### src/rtl/i2c_cmd_sequencer.sv
// Command front-end for the I2C master: buffers host commands in a FIFO, issues them one at a time
// with m_start, retries NACKed or timed-out attempts after a gap, and returns one response per command.
module i2c_cmd_sequencer #(
  parameter int DEPTH        = 4,
  parameter int MAX_RETRY    = 2,
  parameter int RETRY_GAP    = 16,
  parameter int BUSY_TIMEOUT = 8
) (
  input  logic       clk,
  input  logic       rst,
  input  logic       cmd_valid,
  output logic       cmd_ready,
  input  logic [6:0] cmd_addr,
  input  logic [7:0] cmd_data,
  input  logic       cmd_rw,
  output logic       rsp_valid,
  output logic [6:0] rsp_addr,
  output logic [7:0] rsp_data,
  output logic       rsp_err,
  output logic       rsp_timeout,
  output logic [1:0] rsp_tries,
  output logic       idle,
  output logic       m_start,
  output logic [6:0] m_addr,
  output logic [7:0] m_data,
  output logic       m_rw,
  input  logic       m_busy,
  input  logic       m_ack_error,
  input  logic [7:0] m_data_out
);

  localparam int AW = (DEPTH > 1) ? $clog2(DEPTH) : 1;
  localparam int TW = $clog2(MAX_RETRY + 2);
  localparam int BW = $clog2(BUSY_TIMEOUT + 1);
  localparam int GW = $clog2(RETRY_GAP + 1);

  localparam logic [AW:0]   FULL_CNT = (AW + 1)'(DEPTH);
  localparam logic [TW-1:0] TRY_MAX  = TW'(MAX_RETRY);
  localparam logic [BW-1:0] TO_LAST  = BW'(BUSY_TIMEOUT - 1);
  localparam logic [GW-1:0] GAP_LAST = GW'(RETRY_GAP - 1);

  typedef enum logic [2:0] {
    S_IDLE,
    S_ISSUE,
    S_WAIT_BUSY,
    S_WAIT_DONE,
    S_CHECK,
    S_RETRY_WAIT
  } state_t;

  state_t state;

  logic [15:0]   mem [DEPTH];
  logic [AW-1:0] wr_ptr;
  logic [AW-1:0] rd_ptr;
  logic [AW:0]   count;
  logic [AW:0]   count_nxt;
  logic          push;
  logic          pop;
  logic [15:0]   head;

  logic [TW-1:0] tries;
  logic [BW-1:0] timer;
  logic [GW-1:0] gap;
  logic          att_fail;
  logic          att_timeout;
  logic [7:0]    att_data;
  logic          retry_now;
  logic          fsm_idle_nxt;
  logic [1:0]    tries_sat;

  assign push = cmd_valid && cmd_ready;
  assign pop  = (state == S_IDLE) && (count != '0);
  assign head = mem[rd_ptr];

  assign retry_now    = att_fail && (tries < TRY_MAX);
  // The FSM lands in IDLE next cycle either by staying there with nothing to pop,
  // or by finishing a command in CHECK; idle is registered from this look-ahead.
  assign fsm_idle_nxt = ((state == S_IDLE) && (count == '0)) ||
                        ((state == S_CHECK) && !retry_now);

  always_comb begin
    tries_sat = 2'(tries);
    if (32'(tries) > 3) tries_sat = 2'd3;
  end

  always_comb begin
    count_nxt = count;
    if (push && !pop)      count_nxt = count + 1'b1;
    else if (!push && pop) count_nxt = count - 1'b1;
  end

  always_ff @(posedge clk) begin
    if (push) mem[wr_ptr] <= {cmd_rw, cmd_addr, cmd_data};
  end

  always_ff @(posedge clk or posedge rst) begin
    if (rst) begin
      wr_ptr    <= '0;
      rd_ptr    <= '0;
      count     <= '0;
      cmd_ready <= 1'b1;
      idle      <= 1'b1;
    end else begin
      if (push) wr_ptr <= wr_ptr + 1'b1;
      if (pop)  rd_ptr <= rd_ptr + 1'b1;
      count     <= count_nxt;
      cmd_ready <= (count_nxt != FULL_CNT);
      idle      <= (count_nxt == '0) && fsm_idle_nxt;
    end
  end

  always_ff @(posedge clk or posedge rst) begin
    if (rst) begin
      state       <= S_IDLE;
      m_start     <= 1'b0;
      m_addr      <= '0;
      m_data      <= '0;
      m_rw        <= 1'b0;
      tries       <= '0;
      timer       <= '0;
      gap         <= '0;
      att_fail    <= 1'b0;
      att_timeout <= 1'b0;
      att_data    <= '0;
      rsp_valid   <= 1'b0;
      rsp_addr    <= '0;
      rsp_data    <= '0;
      rsp_err     <= 1'b0;
      rsp_timeout <= 1'b0;
      rsp_tries   <= '0;
    end else begin
      m_start   <= 1'b0;
      rsp_valid <= 1'b0;
      case (state)
        S_IDLE: begin
          if (count != '0) begin
            m_rw   <= head[15];
            m_addr <= head[14:8];
            m_data <= head[7:0];
            tries  <= '0;
            state  <= S_ISSUE;
          end
        end
        S_ISSUE: begin
          m_start <= 1'b1;
          timer   <= '0;
          state   <= S_WAIT_BUSY;
        end
        S_WAIT_BUSY: begin
          if (m_busy) begin
            state <= S_WAIT_DONE;
          end else if (timer == TO_LAST) begin
            att_fail    <= 1'b1;
            att_timeout <= 1'b1;
            att_data    <= '0;
            state       <= S_CHECK;
          end else begin
            timer <= timer + 1'b1;
          end
        end
        S_WAIT_DONE: begin
          if (!m_busy) begin
            att_fail    <= m_ack_error;
            att_timeout <= 1'b0;
            att_data    <= m_data_out;
            state       <= S_CHECK;
          end
        end
        S_CHECK: begin
          if (retry_now) begin
            tries <= tries + 1'b1;
            gap   <= '0;
            state <= S_RETRY_WAIT;
          end else begin
            rsp_valid   <= 1'b1;
            rsp_addr    <= m_addr;
            rsp_data    <= (m_rw && !att_fail) ? att_data : 8'h00;
            rsp_err     <= att_fail;
            rsp_timeout <= att_fail && att_timeout;
            rsp_tries   <= tries_sat;
            state       <= S_IDLE;
          end
        end
        S_RETRY_WAIT: begin
          if (gap == GAP_LAST) state <= S_ISSUE;
          else                 gap   <= gap + 1'b1;
        end
        default: state <= S_IDLE;
      endcase
    end
  end

endmodule

### config.mk
export PLATFORM = sky130hd
export DESIGN_NAME = i2c_cmd_sequencer
export DESIGN_NICKNAME = d
export VERILOG_FILES = /design/src/rtl/i2c_cmd_sequencer.sv
export SDC_FILE = /design/constraint.sdc
export NUM_CORES = 1
export LEC_CHECK = 0
export CAP_MARGIN = 20
export CORE_ASPECT_RATIO = 1.25
export CORE_MARGIN = 1
export CORE_UTILIZATION = 33
export CTS_BUF_LIST = sky130_fd_sc_hd__clkbuf_4 sky130_fd_sc_hd__clkbuf_8 sky130_fd_sc_hd__clkbuf_16
export CTS_CLUSTER_DIAMETER = 150
export DETAILED_ROUTE_END_ITERATION = 7
export GPL_ROUTABILITY_DRIVEN = 0
export PLACE_DENSITY = 0.55
export RECOVER_POWER = 25
export SYNTH_ARGS = -nofsm -noshare
export SYNTH_HDL_FRONTEND = slang
export SYNTH_SLANG_ARGS = --single-unit
### constraint.sdc
create_clock -name clk -period 6.1 [get_ports clk]
set_input_delay 1.22 -clock clk [delete_from_list [all_inputs] [get_ports clk]]
set_output_delay 1.22 -clock clk [all_outputs]
set_load 0.02 [all_outputs]
# Word level (Yosys, flattened, before mapping)
# Memory sizes are Yosys's and may differ from the RTL's. A register that Yosys moved wholly into a read port is not among the register bits.
# Cells that the tools add are included.
[totals]
ff_bits = 54
ram_bits = 64
inputBits = 29
word_cells = 110
memories = 1
[memory_table]
columns = ["name", "words", "word_bits", "rd", "rd_ports_with_merged_regs", "wr", "line_no", "source"]
rows = [
  ["mem", 4, 16, 1, 1, 1, "53", "logic [15:0] mem [DEPTH];"],
]
[op_classes]
add_sub_neg = 7
magnitude_cmp = 1
eq_ne = 17
mux = 34
bitwise = 1
reduce_logical = 30
[ops]
columns = ["operator", "count"]
rows = [
  ["8-bit 2-to-1 mux", 4],
  ["3-bit 2-to-1 mux", 8],
  ["3-bit one-hot mux with 6 select lines", 1],
  ["8-bit one-hot mux with 2 select lines", 1],
  ["2-bit != test, second input constant", 7],
  ["1-bit logical AND", 10],
  ["5-bit 2-to-1 mux", 2],
  ["5-bit one-hot mux with 2 select lines", 1],
  ["3-bit logical NOT", 3],
  ["1-bit 2-to-1 mux", 9],
  ["3-bit AND reduction", 3],
  ["4-bit 2-to-1 mux", 2],
  ["4-bit one-hot mux with 2 select lines", 1],
  ["4-bit AND reduction", 2],
  ["2-bit nonzero test", 4],
  ["2-bit by 1-bit adder with 2-bit output, second input constant", 3],
  ["3-bit by 2-bit == test with 1-bit output, second input constant", 2],
  ["3-bit == test, second input constant", 2],
  ["3-bit != test, second input constant", 2],
  ["5-bit by 1-bit adder with 5-bit output, second input constant", 1],
  ["5-bit by 4-bit == test with 1-bit output, second input constant", 1],
  ["4-bit by 1-bit adder with 4-bit output, second input constant", 1],
  ["4-bit by 3-bit == test with 1-bit output, second input constant", 1],
  ["1-bit logical NOT", 4],
  ["other kinds (12)", 15],
]

# Longest topological paths before layout
# Gate-level depths: netlist of run 1.
[logic_depth]
ltp_word = 7
depth_mapped = 7

# Least setup slack after synthesis of run 1
# No wires, ideal clock.
[synth_path]
path_kind = "input port to flip-flop"
start = "in cmd_valid"
end = "mem mem[0][0] (enable)"
setup_ns = 0.374
t_arrival_ns = 1.693
required_ns = 5.726
setup_slack_ns = 4.033
stages = 1
cell_sequence = "and3_1"
[synth_between]
elab_chain_cells = 3
[synth_rtl]
columns = ["element", "line_no", "source"]
rows = [
  ["from (decl)", "11", "input logic cmd_valid,"],
  ["1-bit logical AND", "72", "assign push = cmd_valid && cmd_ready;"],
  ["1-bit 2-to-1 mux", "94", "if (push) mem[wr_ptr] <= {cmd_rw, cmd_addr, cmd_data};"],
  ["1-bit 2-to-1 mux (not written as such)", "94", ""],
  ["to (decl)", "53", ""],
]
# Every way passes these cells.

# Worst setup path in the final report of run 1
[layout_path]
start = "reg cmd_ready"
end = "out cmd_ready"
[layout_lines]
columns = ["element", "line_no", "source"]
rows = [
  ["from (decl)", "12", "output logic cmd_ready,"],
  ["from (signal assigned)", "108", "cmd_ready <= (count_nxt != FULL_CNT);"],
]
# No word-level cell between the ends.

==> flow_summary.ini, run 1 <==
[outcome]
status = completed

[sta]
rsz0062_at_grt = no
setup_viol = 0
tns_ps = 0
tightest_slew_ps = 1100
fmax_mhz = 354
finalHoldViolations = 0
relSlewSlack_pct = 26.6
period_needed_ps = 2820
slew_violations = 0
skew_ps = 7.87
period_share_pct = 46.3

[detailed_routing]
wirelength_um = 10600
drt_iter0_drc = 204
wl_per_cell_um = 15.3
via_per_inst = 4.65
vias = 3216
dr.pass1.iters = 4
final_antenna_net_count = 0
drc = 0

[setup_path]
required_ps = 4880
worstSetupPathType = reg -> out
cp_data_arrival_time_ps = 1600
cp_max_fo = 7
cpLargestDelayFamily = buffers and inverters
path_cells = clkdlybuf4s50_1
crit_path_start_kind = register
cpMaxStageDelayCell = clkdlybuf4s50_1
reg2reg_slack_ps = 4000
worstSetupEndpointType = output pin
slowest_delay_ps = 610
cp_num_buf_inv = 1

[logic_synthesis]
synth_most_common_cell = nand2_1
synth_fa_ha_area_share_pct = 2.30
yosysTopAreaCellShare_pct = 35.4
synth-seq-cells = 134
muxShareOfSynthArea_pct = 10.3
synth_compound_area_share_pct = 6.03
synth.distinct_cells = 49
yosysTopAreaCell = edfxtp_1
synth_xor_area_share_pct = 1.13
synth_edf_count = 64
yosysWarningCount = 0
yosys-top-cells-area = edfxtp_1 (35%), dfrtp_1 (31%), mux4_2 (6.6%), nand2_1 (4.9%), mux2_2 (3.5%)
synth_top_family_by_area = simple AND/OR/NAND/NOR gates
synthesis.area_um2 = 5430
avgSynthCellArea_um2 = 14.0
seq_area_frac_synth_pct = 67.6
netlist_instances = 387
synthTopCellsByCount = nand2_1 (71), dfrtp_1 (68), edfxtp_1 (64)
yosys.area_share.simple_pct = 10.5
synth-main-ff-cell = dfrtp_1
syn_nets = 426
async_flop_share_pct = 52.2

[cts]
cts_made_buffers = 17
cts_root_buf = clkbuf_16
clkTransAtPathRegs_ps = 50
cts_hold_buf = 0
cts_tree = built
cts_buffer_depth = 2
clk_latency_ps = 410
cts_resized = 0
htree_levels = 4
cts_sinks = 134
cts_setup_buffers = 0

[place]
hpwlAfterDp_um = 6990
placedCellCount = 660
port_buffers = 67

[floorplan]
die_area_um2 = 17000
io_pins = 68
rows = 52
fp.dieH_um = 145
core_um2 = 16100
die_w_um = 117
floorplan.initialDensity_pct = 33.7

[power_and_ir_drop]
ir_drop_uv = 219
p_per_area_nw_per_um2 = 508
leakage_nw = 2.71

[global_route]
grt_pass1_wl_um = 17300
grt_pass1_vias = 3336
antenna_found_initial = 0
grt_overflow_total = 0
track_usage_pct = 13.9
grt_max_degree = 71

[cells_and_area]
final_nets = 502
fin_util_pct = 43.0
drive_gt1_share_pct = 15.5
num_antenna_cells = 0
instances_no_fill = 692
synthToLayoutAreaGrowth_pct = 27.6

[hold_path]
hold_path.class = reg -> reg

[flow_run]
cap_violations = 0
cells by family (layout without fill, tap and decap cells):
| kind of cell | Yosys count | after routing |
|---|---|---|
| simple gates | 124 | 124 |
| flops | 134 | 134 |
| fa+ha+maj | 10 | 10 |
| compound gates | 54 | 54 |
| xor+xnor | 7 | 7 |
| mux | 34 | 34 |
| buf+inv | 24 | 113 |
state kept, by name (all words and copies together) (netlist names), 2 cells and up:
signal and cells:
gap 5, rsp_addr 7, rd_ptr 2, count 3, mem 64, timer 4, wr_ptr 2, m_data 8
state 3, m_addr 7, att_data 8, tries 2, rsp_data 8, rsp_tries 2
layout by cell type, fill, tap and decap left out, drive strengths merged, types with 2 or more instances in the layout:
cell type / instances
nand2: 71
dfrtp: 68
edfxtp: 64
clkdlybuf4s50: 51
o21ai: 30
clkbuf: 23
nor2: 19
mux2: 17
mux4: 16
dlygate4sd3: 16
ha: 10
inv: 10
a21oi: 9
nor3: 7
and3: 6
clkinv: 6
nand3: 5
xnor2: 5
nand2b: 4
bufinv: 3
nand3b: 2
o22ai: 2
a32o: 2
o211ai: 2
a211oi: 2
xor2: 2
nand4: 2
clkinvlp: 2
dfstp: 2
buf: 2
final timing paths:
| check | endpoint | start | cells after the start |
|---|---|---|---|
| setup / recovery | cmd_ready | cmd_ready$_DFF_PP1_ | 1 |
| hold / removal | rsp_data[4]$_DFFE_PP0N_ | rsp_data[4]$_DFFE_PP0N_ | 2 |
| setup reg to reg | rsp_data[7]$_DFFE_PP0N_ | state[0]$_DFFE_PP0P_ | 4 |
| hold reg to reg | rsp_data[4]$_DFFE_PP0N_ | rsp_data[4]$_DFFE_PP0N_ | 2 |
| max in group asynchronous | m_data[6]$_DFFE_PP0P_ | rst | 3 |
| min in group asynchronous | m_addr[4]$_DFFE_PP0P_ | rst | 3 |
power breakdown:
group          switching [mW]  internal, mW  total, mW
combinational           0.550         0.536       1.09
clock                   0.350         0.661       1.01
sequential              0.202          1.22       1.42
per-stage QoR:
step	hold slack (ps)	setup WS (ps)	total power [mW]	area [um^2]
4_1_cts	481	3250	3.58	6940
3_5_place_dp	470	3100	2.55	6350
2_1_floorplan	450	3120	2.14	5430
5_1_grt	492	3210	3.73	6930
3_3_place_gp	460	3160	2.51	6320
6_report	473	3280	3.52	6930
metal layers:
| layer | GRT usage [%] | vias up | share of wire (%) |
|---|---|---|---|
| met5 | 0 | - | 0 |
| met4 | 6.39 | 0 | 1.9 |
| met3 | 4.16 | 11 | 3.4 |
| met2 | 22.6 | 70 | 52 |
| met1 | 16.9 | 1572 | 43 |
| li1 | - | 1563 | - |
final cells by class:
| type | count | area [um^2] |
|---|---|---|
| well taps | 216 | 270 |
| inverters | 11 | 41.3 |
| repair buffers | 70 | 709 |
| clock inverters | 10 | 133 |
| fillers | 1557 | 9200 |
| flip-flops and latches | 134 | 3680 |
| clock buffers | 22 | 463 |
| multi-input cells | 229 | 1640 |
Note: power is estimated with default switching activity, not from simulation.
==> run 2, diff against run 1 <==
==> constraint.sdc (replaced) <==
create_clock -name clk -period 2.9 [get_ports clk]
set_input_delay 0.58 -clock clk [delete_from_list [all_inputs] [get_ports clk]]
set_output_delay 0.58 -clock clk [all_outputs]
set_load 0.02 [all_outputs]
==> run 2 against run 1 <==
Setup slack worse by 2600 ps. Via count is 2.2% higher. First-iteration DRC count fell by 28%. Final cell count grew 0.72%. Utilization grew 0.38 points. Register-to-register slack worse by 3100 ps.
==> flow_summary.ini, run 2 (synthesis gave the netlist of run 1 again) <==
[global_route]
antenna_found_initial = 0
grt_max_degree = 71
track_usage_pct = 13.9
grt_overflow_total = 0
grt_pass1_vias = 3422
grt_pass1_wl_um = 17500

[cts]
cts_root_buf = clkbuf_16
cts_setup_buffers = 0
cts_made_buffers = 17
cts_resized = 0
cts_hold_buf = 0
cts_buffer_depth = 2
cts_tree = built
clkTransAtPathRegs_ps = 50
cts_sinks = 134
htree_levels = 4
clk_latency_ps = 410

[setup_path]
worstSetupEndpointType = output pin
path_cells = clkdlybuf4s50_1
r2r-start = state[0]$_DFFE_PP0P_
slowest_delay_ps = 640
cp_num_buf_inv = 1
cpMaxStageDelayCell = clkdlybuf4s50_1
required_ps = 2320
crit_path_start_kind = register
worstSetupPathType = reg -> out
reg2reg_slack_ps = 900
cp_max_fo = 7
cp.depth = 1
reg2reg_depth = 6
cp_data_arrival_time_ps = 1620
rr_endpoint = rsp_addr[5]$_DFFE_PP0N_
cpLargestDelayFamily = buffers and inverters

[cells_and_area]
num_antenna_cells = 0
top_register = mem
multi_input_area_um2 = 1650
drive_gt1_share_pct = 16.4
final_nets = 507
final_common_cell = nand2_1
most-common-layout-cells = nand2_1 (71), dfrtp_1 (68), edfxtp_1 (64)
ff_latch_area_um2 = 3680
synthToLayoutAreaGrowth_pct = 28.7
largest_register_ff_count = 64
fin_util_pct = 43.3
n_fill_cell = 1555

[hold_path]
hold_path_end = rsp_data[0]$_DFFE_PP0N_
hold_path_depth = 2
hold_start = rsp_data[0]$_DFFE_PP0N_
hold_path.class = reg -> reg

[outcome]
status = completed

[place]
port_buffers = 67
hpwlAfterDp_um = 7070

[power_and_ir_drop]
clkPwrFrac_pct = 29.6
switching_share_pct = 31.1
power_switching_mw = 2.34
ir_drop_uv = 517
power_frac_seq_pct = 39.4
combPwrFrac_pct = 31.0
p_per_area_nw_per_um2 = 1070
p_int_mw = 5.17
leakage_nw = 2.75

[detailed_routing]
wl_per_cell_um = 15.3
via_per_inst = 4.72
drc = 0
drt_iter0_drc = 146
final_antenna_net_count = 0
vias = 3288
dr.pass1.iters = 4
wirelength_um = 10600

[sta]
relSlewSlack_pct = 44.2
slew_violations = 0
fmax_mhz = 454
skew_ps = 9.58
tns_ps = 0
period_share_pct = 75.9
period_needed_ps = 2200
setup_viol = 0
finalHoldViolations = 0
rsz0062_at_grt = no
tightest_slew_ps = 837

[floorplan]
io_pins = 68
core_um2 = 16100
rows = 52
fp.dieH_um = 145
floorplan.initialDensity_pct = 33.7
die_area_um2 = 17000
die_w_um = 117

[flow_run]
cap_violations = 0
==> run 2: changes by cell type in the layout (fill, tap and decap cells not counted), sizes merged <==
cell           delta
clkbuf            -1
clkinvlp          -2
clkdlybuf4s50     -1
bufinv            +1
buf               +6
clkinv            +1
dlygate4sd3       +1
==> run 2: worst max path at each step <==
stage,startpoint,to,slack (ps)
after floorplan,rst,att_data[0]$_DFFE_PP0P_,560
after global placement,cmd_valid,mem[1][5]$_DFFE_PP_,770
after detailed placement,cmd_valid,idle$_DFF_PP1_,740
after CTS,cmd_ready$_DFF_PP1_,cmd_ready,660
after global routing,cmd_ready$_DFF_PP1_,cmd_ready,640
final,cmd_ready$_DFF_PP1_,cmd_ready,700
==> run 2: metrics by stage <==
step | power (mW) | hold WS [ps] | area, um^2 | instances | setup WS (ps)
floorplan | 4.50 | 450 | 5430 | 387 | 555
global placement | 5.31 | 462 | 6380 | 665 | 767
detailed placement | 5.37 | 466 | 6380 | 665 | 740
CTS | 7.63 | 478 | 6990 | 697 | 658
global route | 7.96 | 493 | 6990 | 697 | 643
finish | 7.51 | 473 | 6990 | 697 | 699
==> run 2: layout make-up <==
type / instances / area share [%]
flip-flops and latches: 134 / 52.6
multi-input cells: 229 / 23.5
repair buffers: 75 / 10.6
clock buffers: 22 / 6.62
well taps: 216 / 3.86
clock inverters: 10 / 2.22
inverters: 11 / 0.590
==> run 2: routing by layer <==
layer  up-vias  share of wire (%)  routed length (um)  track usage (%)
li1       1568                  -                   -                -
met1      1633                 42                4470             16.4
met2        69                 52                5570             23.5
met3        18                3.6                 380             3.67
met4         0                2.0                 210             6.14
met5         -                  0                   0                0
==> run 2: power groups by stage <==
stage | registers, mW | logic [mW] | clock network (mW)
after CTS | 2.96 | 2.39 | 2.28
after global placement | 2.98 | 2.33 | 0
after floorplan | 3.05 | 1.45 | 0
after global routing | 3.04 | 2.57 | 2.35
final | 2.96 | 2.33 | 2.22
after detailed placement | 3.00 | 2.37 | 0
==> run 3, diff against run 2 <==
--- a/config.mk
+++ b/config.mk
@@ -13,7 +13,7 @@
 export CTS_CLUSTER_DIAMETER = 150
 export DETAILED_ROUTE_END_ITERATION = 7
 export GPL_ROUTABILITY_DRIVEN = 0
-export PLACE_DENSITY = 0.55
+export PLACE_DENSITY = 0.57
 export RECOVER_POWER = 25
 export SYNTH_ARGS = -nofsm -noshare
 export SYNTH_HDL_FRONTEND = slang
==> constraint.sdc (replaced) <==
create_clock -name clk -period 2 [get_ports clk]
set_input_delay 0.4 -clock clk [delete_from_list [all_inputs] [get_ports clk]]
set_output_delay 0.4 -clock clk [all_outputs]
set_load 0.02 [all_outputs]
==> run 3 against run 2 <==
Global-route usage up 0.62 points. First-iteration DRC count up 4.8%. Worst hold slack gained 4.1 ps. Clock-buffer cell count is 2 lower. Cell area is 1.7% higher. Sequential power rose by 42%. Utilization rose by 0.74 points. Sequential share of layout area decreased by 0.88 points. Total power rose by 49%.
==> flow_summary.ini, run 3 (synthesis gave the netlist of run 1 again) <==
[outcome]
status = completed

[cells_and_area]
top_register = mem
most-common-layout-cells = nand2_1 (71), dfrtp_1 (68), edfxtp_1 (64)
final_nets = 513
largest_register_ff_count = 64
num_antenna_cells = 0
final_area_um2 = 7110
drive_gt1_share_pct = 18.3
final_common_cell = nand2_1
synthToLayoutAreaGrowth_pct = 30.9

[cts]
cts_buffer_depth = 2
cts_hold_buf = 0
cts_tree = built
cts_made_buffers = 17
htree_levels = 4
cts_setup_buffers = 0
clkTransAtPathRegs_ps = 60
cts_root_buf = clkbuf_16
cts_sinks = 134
clk_latency_ps = 420

[setup_path]
cpLargestDelayFamily = buffers and inverters
cpMaxStageDelayCell = clkdlybuf4s50_1
cp_max_fo = 1
cp_num_buf_inv = 1
path_cells = clkdlybuf4s50_1
reg2reg_slack_ps = 160
crit_path_start_kind = register
worstSetupEndpointType = output pin
worstSetupPathType = reg -> out
cp_data_arrival_time_ps = 1540
slowest_delay_ps = 600
required_ps = 1600

[global_route]
grt_pass1_vias = 3450
antenna_found_initial = 0
grt_overflow_total = 0
track_usage_pct = 14.5
grt_max_degree = 71
grt_pass1_wl_um = 18000

[sta]
setup_viol = 0
relSlewSlack_pct = 34.3
finalHoldViolations = 0
skew_ps = 10.4
tightest_slew_ps = 986
fmax_mhz = 516
rsz0062_at_grt = no
period_needed_ps = 1940
tns_ps = 0
fin_hold_ws_ps = 477
slew_violations = 0
period_share_pct = 96.9

[floorplan]
core_um2 = 16100
fp.dieH_um = 145
io_pins = 68
die_area_um2 = 17000
rows = 52
floorplan.initialDensity_pct = 33.7
die_w_um = 117

[power_and_ir_drop]
ir_drop_uv = 666
p_per_area_nw_per_um2 = 1570
leakage_nw = 2.79
p_total_mw = 11.2

[detailed_routing]
wirelength_um = 11100
via_per_inst = 4.74
vias = 3333
drt_iter0_drc = 153
wl_per_cell_um = 15.7
final_antenna_net_count = 0
dr.pass1.iters = 5
drc = 0

[hold_path]
hold_path.class = reg -> reg

[place]
hpwlAfterDp_um = 7180
placed_cell_area_um2 = 6490
port_buffers = 67

[flow_run]
cap_violations = 0
## run 3: changes by cell type in the layout (fill, tap and decap cells not counted), moves of 2 or more
cell        delta
clkbuf_8       +2
buf_12         +4
clkinvlp_4     +3
clkbuf_4       -3
## run 3: what timing repair did
item,CTS,global route
pin swaps,0,1
endpoints found under the setup margin,1,3
resized for setup,1,2
## run 3: worst paths after layout
kind | startpoint | to | cells after the start
min reg2reg | rsp_addr[3]$_DFFE_PP0N_ | rsp_addr[3]$_DFFE_PP0N_ | 2
max | idle$_DFF_PP1_ | idle | 1
min | rsp_addr[3]$_DFFE_PP0N_ | rsp_addr[3]$_DFFE_PP0N_ | 2
min in group asynchronous | rst | rsp_data[2]$_DFFE_PP0N_ | 3
max in group asynchronous | rst | rsp_data[5]$_DFFE_PP0N_ | 3
max reg2reg | count[0]$_DFF_PP0_ | count[1]$_DFF_PP0_ | 7
## run 3: area by class of cell
| cell class | instances | area [um^2] |
|---|---|---|
| Fill cell | 1506 | 9020 |
| Clock inverter | 12 | 175 |
| Inverter | 11 | 45.0 |
| Timing Repair Buffer | 81 | 837 |
| Tap cell | 216 | 270 |
| Multi-Input combinational cell | 229 | 1650 |
| Sequential cell | 134 | 3680 |
| Clock buffer | 20 | 460 |
## run 3: metal layers
metal	GRT usage, %	part of all wire (%)	routed length, um	vias to the layer above
met5	0	0	0	-
met4	5.89	1.5	166	0
met3	4.91	4.7	521	11
met2	24.3	52	5790	79
met1	16.9	41	4580	1663
li1	-	-	-	1580
## run 3: report_power, final
group,internal [mW],switching (mW),total (mW)
clock network,2.16,1.14,3.30
registers,3.72,0.480,4.20
logic,1.78,1.88,3.66
total,7.66,3.50,11.2
## run 3: per-stage QoR
| step | utilization, % | setup WS (ps) | instances |
|---|---|---|---|
| 2_1_floorplan | - | 277 | 387 |
| 3_3_place_gp | 40.2 | 100 | 671 |
| 3_5_place_dp | 40.2 | 100 | 671 |
| 4_1_cts | 44.1 | 27.7 | 703 |
| 5_1_grt | 44.1 | 6.54 | 703 |
| 6_report | 44.1 | 61.9 | 703 |
